==> config.mk <==
export PLATFORM = sky130hd
export DESIGN_NAME = n_bit_adder_reg
export DESIGN_NICKNAME = d
export VERILOG_FILES = /design/src/rtl/n_bit_adder_pkg.sv /design/src/rtl/n_bit_adder_reg_cla_group4.sv /design/src/rtl/n_bit_adder_reg.sv
export SDC_FILE = /design/constraint.sdc
export NUM_CORES = 1
export LEC_CHECK = 0
export CORE_UTILIZATION = 40
export DETAILED_ROUTE_END_ITERATION = 10
export PLACE_DENSITY = 0.74
export REMOVE_ABC_BUFFERS = 1
export SETUP_SLACK_MARGIN = 0.1
export SLEW_MARGIN = 20
export SYNTH_ARGS = -nofsm -noshare
export SYNTH_HDL_FRONTEND = slang
export SYNTH_SLANG_ARGS = --single-unit
==> constraint.sdc <==
create_clock -name clk -period 3.1 [get_ports clk]
set_input_delay 0.775 -clock clk [delete_from_list [all_inputs] [get_ports clk]]
set_output_delay 0.775 -clock clk [all_outputs]
set_load 0.01 [all_outputs]
==> src/rtl/n_bit_adder_pkg.sv <==
// Shared constants and helpers for the registered N-bit adder.
// Optional overflow output is enabled by defining N_BIT_ADDER_OVF_EN.
package n_bit_adder_pkg;

  localparam int DEFAULT_WIDTH = 32;
  localparam int GROUP_WIDTH   = 4;

  // Number of 4-bit lookahead groups needed to cover an n-bit operand.
  function automatic int num_groups(input int n);
    return (n + GROUP_WIDTH - 1) / GROUP_WIDTH;
  endfunction

endpackage

==> src/rtl/n_bit_adder_reg_cla_group4.sv <==
// 4-bit carry-lookahead slice. Purely combinational.
// c[i] is the carry into bit i (c[0] == ci); co is the carry out of bit 3.
module cla_group4 (
  input  logic [3:0] a,
  input  logic [3:0] b,
  input  logic       ci,
  output logic [3:0] s,
  output logic       co,
  output logic [3:0] c
);

  logic [3:0] w_p;
  logic [3:0] w_g;

  assign w_p = a ^ b;
  assign w_g = a & b;

  // Flattened lookahead equations; no carry ripples inside the group.
  assign c[0] = ci;
  assign c[1] = w_g[0] | (w_p[0] & ci);
  assign c[2] = w_g[1] | (w_p[1] & w_g[0]) | (w_p[1] & w_p[0] & ci);
  assign c[3] = w_g[2] | (w_p[2] & w_g[1]) | (w_p[2] & w_p[1] & w_g[0])
              | (w_p[2] & w_p[1] & w_p[0] & ci);
  assign co   = w_g[3] | (w_p[3] & w_g[2]) | (w_p[3] & w_p[2] & w_g[1])
              | (w_p[3] & w_p[2] & w_p[1] & w_g[0])
              | (w_p[3] & w_p[2] & w_p[1] & w_p[0] & ci);

  assign s = w_p ^ c;

endmodule

==> src/rtl/n_bit_adder_reg.sv <==
// Registered N-bit unsigned adder: a + b + cin with one cycle of latency.
// Datapath is a ripple of 4-bit lookahead groups; the top group is
// zero-extended when N is not a multiple of 4.
// Define N_BIT_ADDER_OVF_EN to add a registered signed-overflow output ovf.
module n_bit_adder_reg
  import n_bit_adder_pkg::*;
#(
  parameter int N = DEFAULT_WIDTH
) (
  input  logic         clk,
  input  logic         rst,
  input  logic         in_valid,
  input  logic [N-1:0] a,
  input  logic [N-1:0] b,
  input  logic         cin,
  output logic         out_valid,
  output logic [N-1:0] sum,
  output logic         cout
`ifdef N_BIT_ADDER_OVF_EN
  ,
  output logic         ovf
`endif
);

  localparam int G = num_groups(N);
  localparam int W = G * GROUP_WIDTH;

  logic [W-1:0] w_a_ext;
  logic [W-1:0] w_b_ext;
  logic [W-1:0] w_sum_ext;
  logic [W:0]   w_carry;   // w_carry[i] = carry into bit i
  logic [G:0]   w_gc;      // inter-group ripple carries
  logic [N-1:0] w_sum_c;
  logic         w_cout_c;
  logic         w_unused;

  logic [N-1:0] r_sum;
  logic         r_cout;
  logic         r_valid;

  assign w_a_ext = W'(a);
  assign w_b_ext = W'(b);
  assign w_gc[0] = cin;

  for (genvar g = 0; g < G; g++) begin : g_grp
    cla_group4 u_cla (
      .a  (w_a_ext[GROUP_WIDTH*g +: GROUP_WIDTH]),
      .b  (w_b_ext[GROUP_WIDTH*g +: GROUP_WIDTH]),
      .ci (w_gc[g]),
      .s  (w_sum_ext[GROUP_WIDTH*g +: GROUP_WIDTH]),
      .co (w_gc[g+1]),
      .c  (w_carry[GROUP_WIDTH*g +: GROUP_WIDTH])
    );
  end

  assign w_carry[W] = w_gc[G];

  // The carry-out is the carry into bit N, which for a padded top group
  // sits inside the group rather than at its bit-4 carry.
  assign w_sum_c  = w_sum_ext[N-1:0];
  assign w_cout_c = w_carry[N];

  // Padding bits and internal carries that are not visible for this N.
  assign w_unused = ^{w_sum_ext, w_carry};

  // Capture result on valid input; hold otherwise, valid tracks input valid.
  always_ff @(posedge clk or posedge rst) begin
    if (rst) begin
      r_sum   <= '0;
      r_cout  <= 1'b0;
      r_valid <= 1'b0;
    end else begin
      r_valid <= in_valid;
      if (in_valid) begin
        r_sum  <= w_sum_c;
        r_cout <= w_cout_c;
      end
    end
  end

  assign out_valid = r_valid;
  assign sum       = r_sum;
  assign cout      = r_cout;

`ifdef N_BIT_ADDER_OVF_EN
  logic w_ovf_c;
  logic r_ovf;

  // Signed overflow: carry into the MSB disagrees with carry out of it.
  assign w_ovf_c = w_carry[N-1] ^ w_carry[N];

  // Overflow flag registered with the same enable as the sum.
  always_ff @(posedge clk or posedge rst) begin
    if (rst) begin
      r_ovf <= 1'b0;
    end else if (in_valid) begin
      r_ovf <= w_ovf_c;
    end
  end

  assign ovf = r_ovf;
`endif

endmodule

# [Word-level counts from Yosys, hierarchy flattened]
# Cells that the tools add are included.
[totals] register_bits=34 inputBits=68 out_inout_bits=34 elab_cells=235
[classes] bitwise=232
[ops] operator="AND 1 bit" n=128
[ops] operator="OR 1 bit" n=80
[ops] operator="XOR 4 bit" n=16
[ops] operator="AND 4 bit" n=8

# [Depth between registers and ports, before layout]
# Gate-level depths: netlist (run 1).
[logic_depth] word_depth=21 mapped_depth=10 depth_no_buf=10

# [Modules after synthesis]
# A second synthesis (run 1) with hierarchy kept.
[unflattened] cells_unflattened=199 area_unflattened_um2=2608.8
[modules_own_cells] mod="n_bit_adder_reg" n_inst=1 cells_each=72 area_per_inst_um2=1410.1 seq_area_each_um2=850.8
[modules_own_cells] mod="cla_group4 (g_grp[0].u_cla ...)" n_inst=7 cells_each=16 area_per_inst_um2=150.1 seq_area_each_um2=0.0
[modules_own_cells] mod="cla_group4 (g_grp[7].u_cla)" n_inst=1 cells_each=15 area_per_inst_um2=147.6 seq_area_each_um2=0.0

# [Worst setup path after synthesis (run 1)]
# OpenSTA, ideal clock, no wires.
[synth_path] kind="in2reg" from="in a[0]" to="reg r_sum[24] (netlist: sum[24])" setup_time_ns=0.125 t_arrival_ns=2.944 required_time_ns=2.975 setup_slack_ns=0.031 stages=9 n_path_buf=0 cell_sequence="ha_1 -> a211oi_2 -> o21ai_1 -> a311oi_1 -> a22oi_1 -> a21oi_1 -> o21bai_1 -> fa_1 -> mux2_2"
[synth_via] elab_chain_cells=15 word_cells_on_any_way=18 classes_between="bitwise (18)"
[synth_rtl] item="from (decl)" line_no="n_bit_adder_reg.sv:13" rtl="input logic [N-1:0] a,"
[synth_rtl] item="AND 4 bit / XOR 4 bit (equally long branches)" line_no="n_bit_adder_reg_cla_group4.sv:16, n_bit_adder_reg_cla_group4.sv:15"
[synth_rtl] item="AND 1 bit, on equally long branches" line_no="n_bit_adder_reg_cla_group4.sv:25, n_bit_adder_reg_cla_group4.sv:26"
[synth_rtl] item="OR 1 bit / AND 1 bit (equally long branches)" line_no="n_bit_adder_reg_cla_group4.sv:25, n_bit_adder_reg_cla_group4.sv:26"
[synth_rtl] item="OR 1 bit (*)" line_no="n_bit_adder_reg_cla_group4.sv:26" rtl="| (w_p[3] & w_p[2] & w_p[1] & w_p[0] & ci);"
[synth_rtl] item="AND 1 bit (*)" line_no="n_bit_adder_reg_cla_group4.sv:26"
[synth_rtl] item="OR 1 bit (*)" line_no="n_bit_adder_reg_cla_group4.sv:26"
[synth_rtl] item="AND 1 bit (*)" line_no="n_bit_adder_reg_cla_group4.sv:26"
[synth_rtl] item="OR 1 bit (*)" line_no="n_bit_adder_reg_cla_group4.sv:26"
[synth_rtl] item="AND 1 bit (*)" line_no="n_bit_adder_reg_cla_group4.sv:26"
[synth_rtl] item="OR 1 bit (*)" line_no="n_bit_adder_reg_cla_group4.sv:26"
[synth_rtl] item="AND 1 bit (*)" line_no="n_bit_adder_reg_cla_group4.sv:26"
[synth_rtl] item="OR 1 bit (*)" line_no="n_bit_adder_reg_cla_group4.sv:26"
[synth_rtl] item="AND 1 bit (*)" line_no="n_bit_adder_reg_cla_group4.sv:26"
[synth_rtl] item="OR 1 bit (*)" line_no="n_bit_adder_reg_cla_group4.sv:26"
[synth_rtl] item="XOR 4 bit (*)" line_no="n_bit_adder_reg_cla_group4.sv:28" rtl="assign s = w_p ^ c;"
[synth_rtl] item="net g_grp[6].u_cla.s[0]" line_no="n_bit_adder_reg_cla_group4.sv:7" rtl="output logic [3:0] s,"
[synth_rtl] item="to (signal assigned)" line_no="n_bit_adder_reg.sv:75" rtl="r_sum <= w_sum_c;"
[synth_rtl] item="to (decl)" line_no="n_bit_adder_reg.sv:37" rtl="logic [N-1:0] r_sum;"
# The timed path passes the listed nets; every way through them passes the cells marked *.
# A chain may end at the register's enable or synchronous reset.

# [Worst setup path after layout (run 1)]
[layout_path] from="in b[3]" to="reg r_sum[24] (netlist: sum[24])"
[layout_via] elab_chain_cells=17 word_cells_on_any_way=24 classes_between="bitwise (24)"
[layout_rtl] item="from (decl)" line_no="n_bit_adder_reg.sv:14" rtl="input logic [N-1:0] b,"
[layout_rtl] item="XOR 4 bit" line_no="n_bit_adder_reg_cla_group4.sv:15" rtl="assign w_p = a ^ b;"
[layout_rtl] item="AND 1 bit, on equally long branches" line_no="n_bit_adder_reg_cla_group4.sv:24, n_bit_adder_reg_cla_group4.sv:25, n_bit_adder_reg_cla_group4.sv:26"
[layout_rtl] item="OR 1 bit, or another cell as far along (2 in a row)" line_no="n_bit_adder_reg_cla_group4.sv:24" rtl="assign co = w_g[3] | (w_p[3] & w_g[2]) | (w_p[3] & w_p[2] & w_g[1])"
[layout_rtl] item="OR 1 bit / AND 1 bit (equally long branches)" line_no="n_bit_adder_reg_cla_group4.sv:25, n_bit_adder_reg_cla_group4.sv:26"
[layout_rtl] item="OR 1 bit (*)" line_no="n_bit_adder_reg_cla_group4.sv:26"
[layout_rtl] item="AND 1 bit (*)" line_no="n_bit_adder_reg_cla_group4.sv:26"
[layout_rtl] item="OR 1 bit (*)" line_no="n_bit_adder_reg_cla_group4.sv:26"
[layout_rtl] item="AND 1 bit (*)" line_no="n_bit_adder_reg_cla_group4.sv:26"
[layout_rtl] item="OR 1 bit (*)" line_no="n_bit_adder_reg_cla_group4.sv:26"
[layout_rtl] item="AND 1 bit (*)" line_no="n_bit_adder_reg_cla_group4.sv:26"
[layout_rtl] item="OR 1 bit (*)" line_no="n_bit_adder_reg_cla_group4.sv:26"
[layout_rtl] item="AND 1 bit (*)" line_no="n_bit_adder_reg_cla_group4.sv:26"
[layout_rtl] item="OR 1 bit (*)" line_no="n_bit_adder_reg_cla_group4.sv:26"
[layout_rtl] item="AND 1 bit (*)" line_no="n_bit_adder_reg_cla_group4.sv:26"
[layout_rtl] item="OR 1 bit (*)" line_no="n_bit_adder_reg_cla_group4.sv:26"
[layout_rtl] item="XOR 4 bit (*)" line_no="n_bit_adder_reg_cla_group4.sv:28"
[layout_rtl] item="net g_grp[6].u_cla.s[0]" line_no="n_bit_adder_reg_cla_group4.sv:7"
# Marks and branches as above.

==> results of run 1 <==
==> where the power goes <==
| group | switching (uW) | internal, uW |
|---|---|---|
| Combinational | 389 | 563 |
| Clock | 176 | 237 |
| Sequential | 54.9 | 540 |
==> stage by stage <==
step,setup WS [ns],cell area (um^2)
after floorplan,0.0314,2630
after global placement,-0.402,4160
after detailed placement,-0.497,4160
after CTS,0.0774,4690
after global routing,0.0988,4830
final,0.182,4830
==> area by class of cell <==
cell class / instances / area [um^2]
clock buffers: 5 / 68.8
repair buffers: 175 / 1560
flip-flops and latches: 34 / 851
well taps: 77 / 96.3
diodes: 2 / 5.00
multi-input cells: 210 / 2160
inverters: 13 / 48.8
clock inverters: 3 / 40.0
fillers: 433 / 1560
==> sequential cells by signal, summed over array words and instances (netlist names) <==
| register | flops |
|---|---|
| cout | 1 |
| out_valid | 1 |
| sum | 32 |
==> worst min path at each step <==
stage	start	to	slack [ns]	cells past startpoint
floorplan	sum[18]$_DFFE_PP0P_	sum[18]$_DFFE_PP0P_	0.52	2
detailed placement	sum[2]$_DFFE_PP0P_	sum[2]$_DFFE_PP0P_	0.47	1
global placement	sum[2]$_DFFE_PP0P_	sum[2]$_DFFE_PP0P_	0.46	1
CTS	sum[2]$_DFFE_PP0P_	sum[2]$_DFFE_PP0P_	0.49	1
global route	sum[26]$_DFFE_PP0P_	sum[26]$_DFFE_PP0P_	0.51	1
finish	sum[2]$_DFFE_PP0P_	sum[2]$_DFFE_PP0P_	0.50	1
==> worst reg2reg max path: cells and delay by family (launching register included) <==
family,cells,cell delay [ns]
flip-flops,1,0.39
AO/OA/AOI/OAI,2,0.33
==> logic make-up (layout without fill, tap and decap cells) <==
family,after synthesis,in the layout,synth area share [%]
AO/OA/AOI/OAI,84,84,22.5
XOR/XNOR,16,16,5.29
adder cells (fa/ha/maj),40,40,21.2
buffers and inverters,19,196,2.69
flip-flops,34,34,32.1
multiplexers,17,17,7.18
other,0,2,0
AND/OR/NAND/NOR,53,53,9.02
==> synth_stat cells, types with 2 or more instances <==
| cell | n |
|---|---|
| a211o_1 | 2 |
| a21oi_1 | 24 |
| dfrtp_1 | 34 |
| a22oi_1 | 2 |
| a31oi_1 | 2 |
| o2111ai_1 | 2 |
| clkbuf_1 | 4 |
| o31ai_1 | 2 |
| inv_1 | 13 |
| nor2_1 | 14 |
| buf_1 | 2 |
| o311ai_0 | 2 |
| mux2_2 | 16 |
| o21bai_1 | 3 |
| a211oi_1 | 2 |
| fa_1 | 8 |
| nor2b_1 | 2 |
| ha_1 | 32 |
| a21boi_0 | 4 |
| nand3_1 | 10 |
| o21a_1 | 4 |
| nor3_1 | 4 |
| nand2_1 | 17 |
| a211oi_2 | 2 |
| xor2_1 | 2 |
| xnor2_1 | 14 |
| a21o_1 | 8 |
| o221ai_1 | 2 |
| o21ai_0 | 8 |
==> routing by layer <==
metal / vias to the layer above / share of wire, %
met5: - / 0
met4: 0 / 1.3
met3: 12 / 6.0
met2: 84 / 53
met1: 1304 / 39
li1: 1331 / -
==> what timing repair did <==
action / in CTS / in global routing
pin swaps: 37 / 30
cloned: 0 / 0
gates resized for setup: 89 / 34
setup buffers: 12 / 4
hold buffers: 0 / 0
endpoints found under the setup margin: 15 / 13
==> impl_metrics.json, run 1 <==
{
  "status": "finished clean",
  "core_mm2": 0.00639,
  "cts_tree": "yes",
  "synth.avg_cell_area_um2": 10.1,
  "maxCapViolCount": 0,
  "grt_use_met1_pct": 27.7,
  "hpwl_um": 5540,
  "wl_per_cell_um": 16.2,
  "fin_total_pwr_uw": 1960,
  "synth_top_area_cell": "dfrtp_1",
  "numPlacedInstances": 493,
  "ys_warn_count": 0,
  "use_met3_pct": 6.46,
  "rows": 29,
  "layout_common_cells": "buf_4 (73), clkdlybuf4s50_1 (53), dfrtp_1 (34)",
  "rsz0062_at_grt": "false",
  "slew_headroom_pct": 69.0,
  "gp_congestion": 0.808,
  "cts-root-buf": "clkbuf_8",
  "arrival_ns": 3.09,
  "post_layout_nonfiller_instances": 519,
  "grt_use_total_pct": 24.6,
  "max_freq_mhz": 343,
  "grt.overflow.total": 0,
  "gr-max-usage-layer": "met2",
  "grt_pass1_wl_um": 13700,
  "synthFlopType": "dfrtp_1",
  "max-clock-path-buffers": 2,
  "initial_core_util_pct": 41.5,
  "grt_max_degree": 35,
  "worstMarginPinSlew_ns": 0.465,
  "num_vias": 2731,
  "h-tree-depth": 2,
  "drive_gt1_share_pct": 35.7,
  "grt_pass1_vias": 2973,
  "crit_family": "compound AO/OA/AOI/OAI gates",
  "startpoint": "b[3]",
  "rr_startpoint": "sum[19]$_DFFE_PP0P_",
  "r2r_slack_ns": 2.24,
  "area_delta_synth_final_pct": 82.3,
  "post-route-util_pct": 75.6,
  "cts_buffers": 5,
  "setup.worst_path.end": "sum[24]$_DFFE_PP0P_",
  "fin_nets": 547,
  "min_period_ns": 2.92,
  "postSynthCellCount": 263,
  "mostFrequentLayoutCell": "buf_4",
  "yosysSeqAreaShare_pct": 32.1,
  "insertion_delay_ns": 0.29,
  "critPathLaunchType": "input pin",
  "fp.dieH_um": 83.4,
  "yosysTopAreaCellShare_pct": 32.1,
  "cp.depth": 11,
  "rr_worst_depth": 2,
  "cp_max_fo": 3,
  "powerDensity_mw_per_mm2": 406,
  "hold_viol_final": 0,
  "critical_path_required_ns": 3.27,
  "synth_area_leaders": "dfrtp_1 (32%), ha_1 (15%), mux2_2 (6.8%)",
  "synth-async-reset-ratio_pct": 100,
  "dieArea_mm2": 0.00695,
  "drt-vias-per-instance": 5.26,
  "firstDrtPassIters": 6,
  "finalWirelength_um": 8430,
  "antenna_found_initial": 2,
  "finalSetupViolCount": 0,
  "post-route-period-util_pct": 94.1,
  "synth-edff-count": 0,
  "path_clk_slew_ns": 0.07,
  "io_pins": 102,
  "hold_class": "flip-flop to flip-flop",
  "drcViolationCount": 0,
  "ant_nets": 0,
  "use_met2_pct": 45.5,
  "critPathKind": "input pin to flip-flop",
  "tns_ns": 0,
  "cp_num_buf_inv": 2,
  "finClkSkew_ns": 0,
  "drt-initial-drc-count": 105,
  "netlist_area_mm2": 0.00265,
  "clock_sinks": 34,
  "r2r_end": "sum[19]$_DFFE_PP0P_",
  "synth_cell_type_count": 51,
  "p_leak_uw": 0.00224,
  "peakVddDrop_mv": 0.292,
  "cp-end-kind": "flip-flop",
  "cp_cell_sequence": "dlygate4sd2_1 -> ha_4 -> o21a_1 -> nor2b_4 -> a311oi_2 -> buf_4 -> a22oi_2 -> a21oi_2 -> o21bai_1 -> fa_1 -> mux2_4",
  "ys_ff_latch": 34,
  "drv_slew": 0,
  "io_buffers": 101,
  "slowest_stage": "fa_1",
  "die_x_um": 83.4,
  "max_stage_delay_ns": 0.44,
  "worst_hold_slack_ns": 0.498
}
Note: power is estimated with default switching activity, not from simulation.
==> run 2, diff against run 1 <==
- CAP_MARGIN: unset -> 20
==> results of run 2 <==
Final layout, timing and power as in run 1 (identical DEF).
==> run 3, diff against run 2 <==
--- a/config.mk
+++ b/config.mk
@@ -8,2 +8,3 @@
 export CAP_MARGIN = 20
+export CORE_MARGIN = 4
 export CORE_UTILIZATION = 40
--- a/constraint.sdc
+++ b/constraint.sdc
@@ -3,2 +3,2 @@
 set_output_delay 0.775 -clock clk [all_outputs]
-set_load 0.01 [all_outputs]
+set_load 0.02 [all_outputs]
==> run 3 against run 2 <==
  * Global-route usage down 3.8 points
  * Non-clock buffer count up 2
  * Final cell count up 0.58%
  * Power up 4.0%
  * Clock power up 2%
  * Setup slack worse by 0.049 ns
  * First-iteration DRC count down 54%
==> impl_metrics.json, run 3 (same netlist as run 1, synthesis figures left out) <==
{
  "drt-vias-per-instance": 5.29,
  "fin_total_pwr_uw": 2040,
  "peakVddDrop_mv": 0.266,
  "cp_max_fo": 3,
  "fillCellCount": 425,
  "dieArea_mm2": 0.00799,
  "core_mm2": 0.00639,
  "rows": 29,
  "grt_use_total_pct": 20.8,
  "slew_headroom_pct": 54.1,
  "layout_common_cells": "buf_4 (72), clkdlybuf4s50_1 (55), dlygate4sd2_1 (37)",
  "grt.overflow.total": 0,
  "crit_top_cell": "buf_4",
  "r2r_end": "sum[19]$_DFFE_PP0P_",
  "finClkSkew_ns": 0,
  "cp_cell_sequence": "clkdlybuf4s50_1 -> a211oi_4 -> o21ai_2 -> a311oi_2 -> buf_4 -> a22oi_2 -> a21oi_2 -> buf_4 -> buf_4 -> buf_4 -> buf_4 -> buf_4 -> xnor2_1 -> mux2_2",
  "cts-root-buf": "clkbuf_8",
  "use_met2_pct": 38.7,
  "critPathLaunchType": "input pin",
  "maxCapViolCount": 0,
  "min_to": "sum[2]$_DFFE_PP0P_",
  "grt_pass1_wl_um": 12800,
  "h-tree-depth": 2,
  "status": "finished clean",
  "path_clk_slew_ns": 0.08,
  "drcViolationCount": 0,
  "tns_ns": 0,
  "worstMarginPinSlew_ns": 0.688,
  "max_stage_delay_ns": 0.54,
  "multi_input_area_mm2": 0.00212,
  "numPlacedInstances": 492,
  "use_met3_pct": 6.54,
  "post_layout_nonfiller_instances": 522,
  "critical_path_required_ns": 3.28,
  "grt_max_degree": 35,
  "die_x_um": 89.4,
  "p_leak_uw": 0.00214,
  "hold_depth": 1,
  "rr_startpoint": "sum[19]$_DFFE_PP0P_",
  "drt-initial-drc-count": 48,
  "antenna_found_initial": 3,
  "initial_core_util_pct": 41.5,
  "num_vias": 2760,
  "cts_hold_buffers": 0,
  "largest_register_ffs": 32,
  "drv_slew": 0,
  "mostFrequentLayoutCell": "buf_4",
  "cts_tree": "yes",
  "powerDensity_mw_per_mm2": 427,
  "gp_congestion": 0.757,
  "rr_worst_depth": 2,
  "worstHoldStart": "sum[2]$_DFFE_PP0P_",
  "cp-end-kind": "flip-flop",
  "io_buffers": 101,
  "insertion_delay_ns": 0.29,
  "area_delta_synth_final_pct": 80.3,
  "finalWirelength_um": 8250,
  "fp.dieH_um": 89.4,
  "layout.area.seq_um2": 851,
  "max_freq_mhz": 337,
  "max-clock-path-buffers": 2,
  "fin_nets": 549,
  "io_pins": 102,
  "hpwl_um": 5760,
  "firstDrtPassIters": 4,
  "rsz0062_at_grt": "false",
  "wl_per_cell_um": 15.8,
  "slowest_stage": "clkdlybuf4s50_1",
  "drive_gt1_share_pct": 35.3,
  "grt_use_met1_pct": 22.7,
  "clock_sinks": 34,
  "startpoint": "cin",
  "finalSetupViolCount": 0,
  "ant_nets": 0,
  "r2r_slack_ns": 2.25,
  "critPathKind": "input pin to flip-flop",
  "hold_viol_final": 0,
  "arrival_ns": 3.15,
  "post-route-period-util_pct": 95.7,
  "hold_class": "flip-flop to flip-flop",
  "grt_pass1_vias": 2917,
  "cts_buffers": 5,
  "min_period_ns": 2.97,
  "gr-max-usage-layer": "met2"
}
run 3: cell count changes in the layout (fill, tap and decap cells not counted), sizes merged:
cell           change
clkdlybuf4s50      +2
clkbuf             -1
clkdlybuf4s15      +2
buf                +2
dlygate4sd2       +10
dlymetal6s2s      -13
diode              +1
run 3: worst max path at each step:
stage | endpoint | slack, ns
after floorplan | sum[24]$_DFFE_PP0P_ | 0.03
after global placement | sum[24]$_DFFE_PP0P_ | -0.40
after detailed placement | sum[24]$_DFFE_PP0P_ | -0.57
after CTS | sum[24]$_DFFE_PP0P_ | 0.11
after global routing | sum[23]$_DFFE_PP0P_ | 0.07
final | sum[23]$_DFFE_PP0P_ | 0.13
run 3: final cells by class:
cell class,count,area share (%)
Multi-Input combinational cell,210,44.4
Timing Repair Buffer,177,32.3
Sequential cell,34,17.8
Tap cell,77,2.02
Clock buffer,5,1.44
Inverter,13,1.02
Clock inverter,3,0.838
Antenna cell,3,0.157
run 3: critical path: cells and delay by family:
kind,cells,cell delay [ns]
XOR/XNOR,1,0.11
AO/OA/AOI/OAI,5,0.66
multiplexers,1,0.26
buffers and inverters,7,1.32
run 3: report_power, final:
group	internal (uW)	switching (uW)
logic	564	462
registers	540	51.6
clock network	237	186
total	1340	699
run 3: timing repair:
action / 4_1_cts / 5_1_grt
gates resized for setup: 97 / 21
pin swaps: 35 / 23
buffers inserted: 14 / 5
setup endpoints to repair: 20 / 9
run 3: layer usage:
| metal | routed length, um | part of all wire (%) |
|---|---|---|
| met1 | 3370 | 41 |
| met2 | 4180 | 51 |
| met3 | 588 | 7.1 |
| met4 | 110 | 1.3 |
| met5 | 0 | 0 |
run 3: stage by stage:
step | util [%] | cell area [um^2] | hold WS, ns | setup slack (ns)
6_report | 74.8 | 4780 | 0.486 | 0.133
3_5_place_dp | 65.1 | 4160 | 0.472 | -0.575
2_1_floorplan | - | 2630 | 0.594 | 0.0314
5_1_grt | 74.8 | 4780 | 0.508 | 0.0685
4_1_cts | 73.1 | 4670 | 0.492 | 0.108
3_3_place_gp | 65.1 | 4160 | 0.464 | -0.399
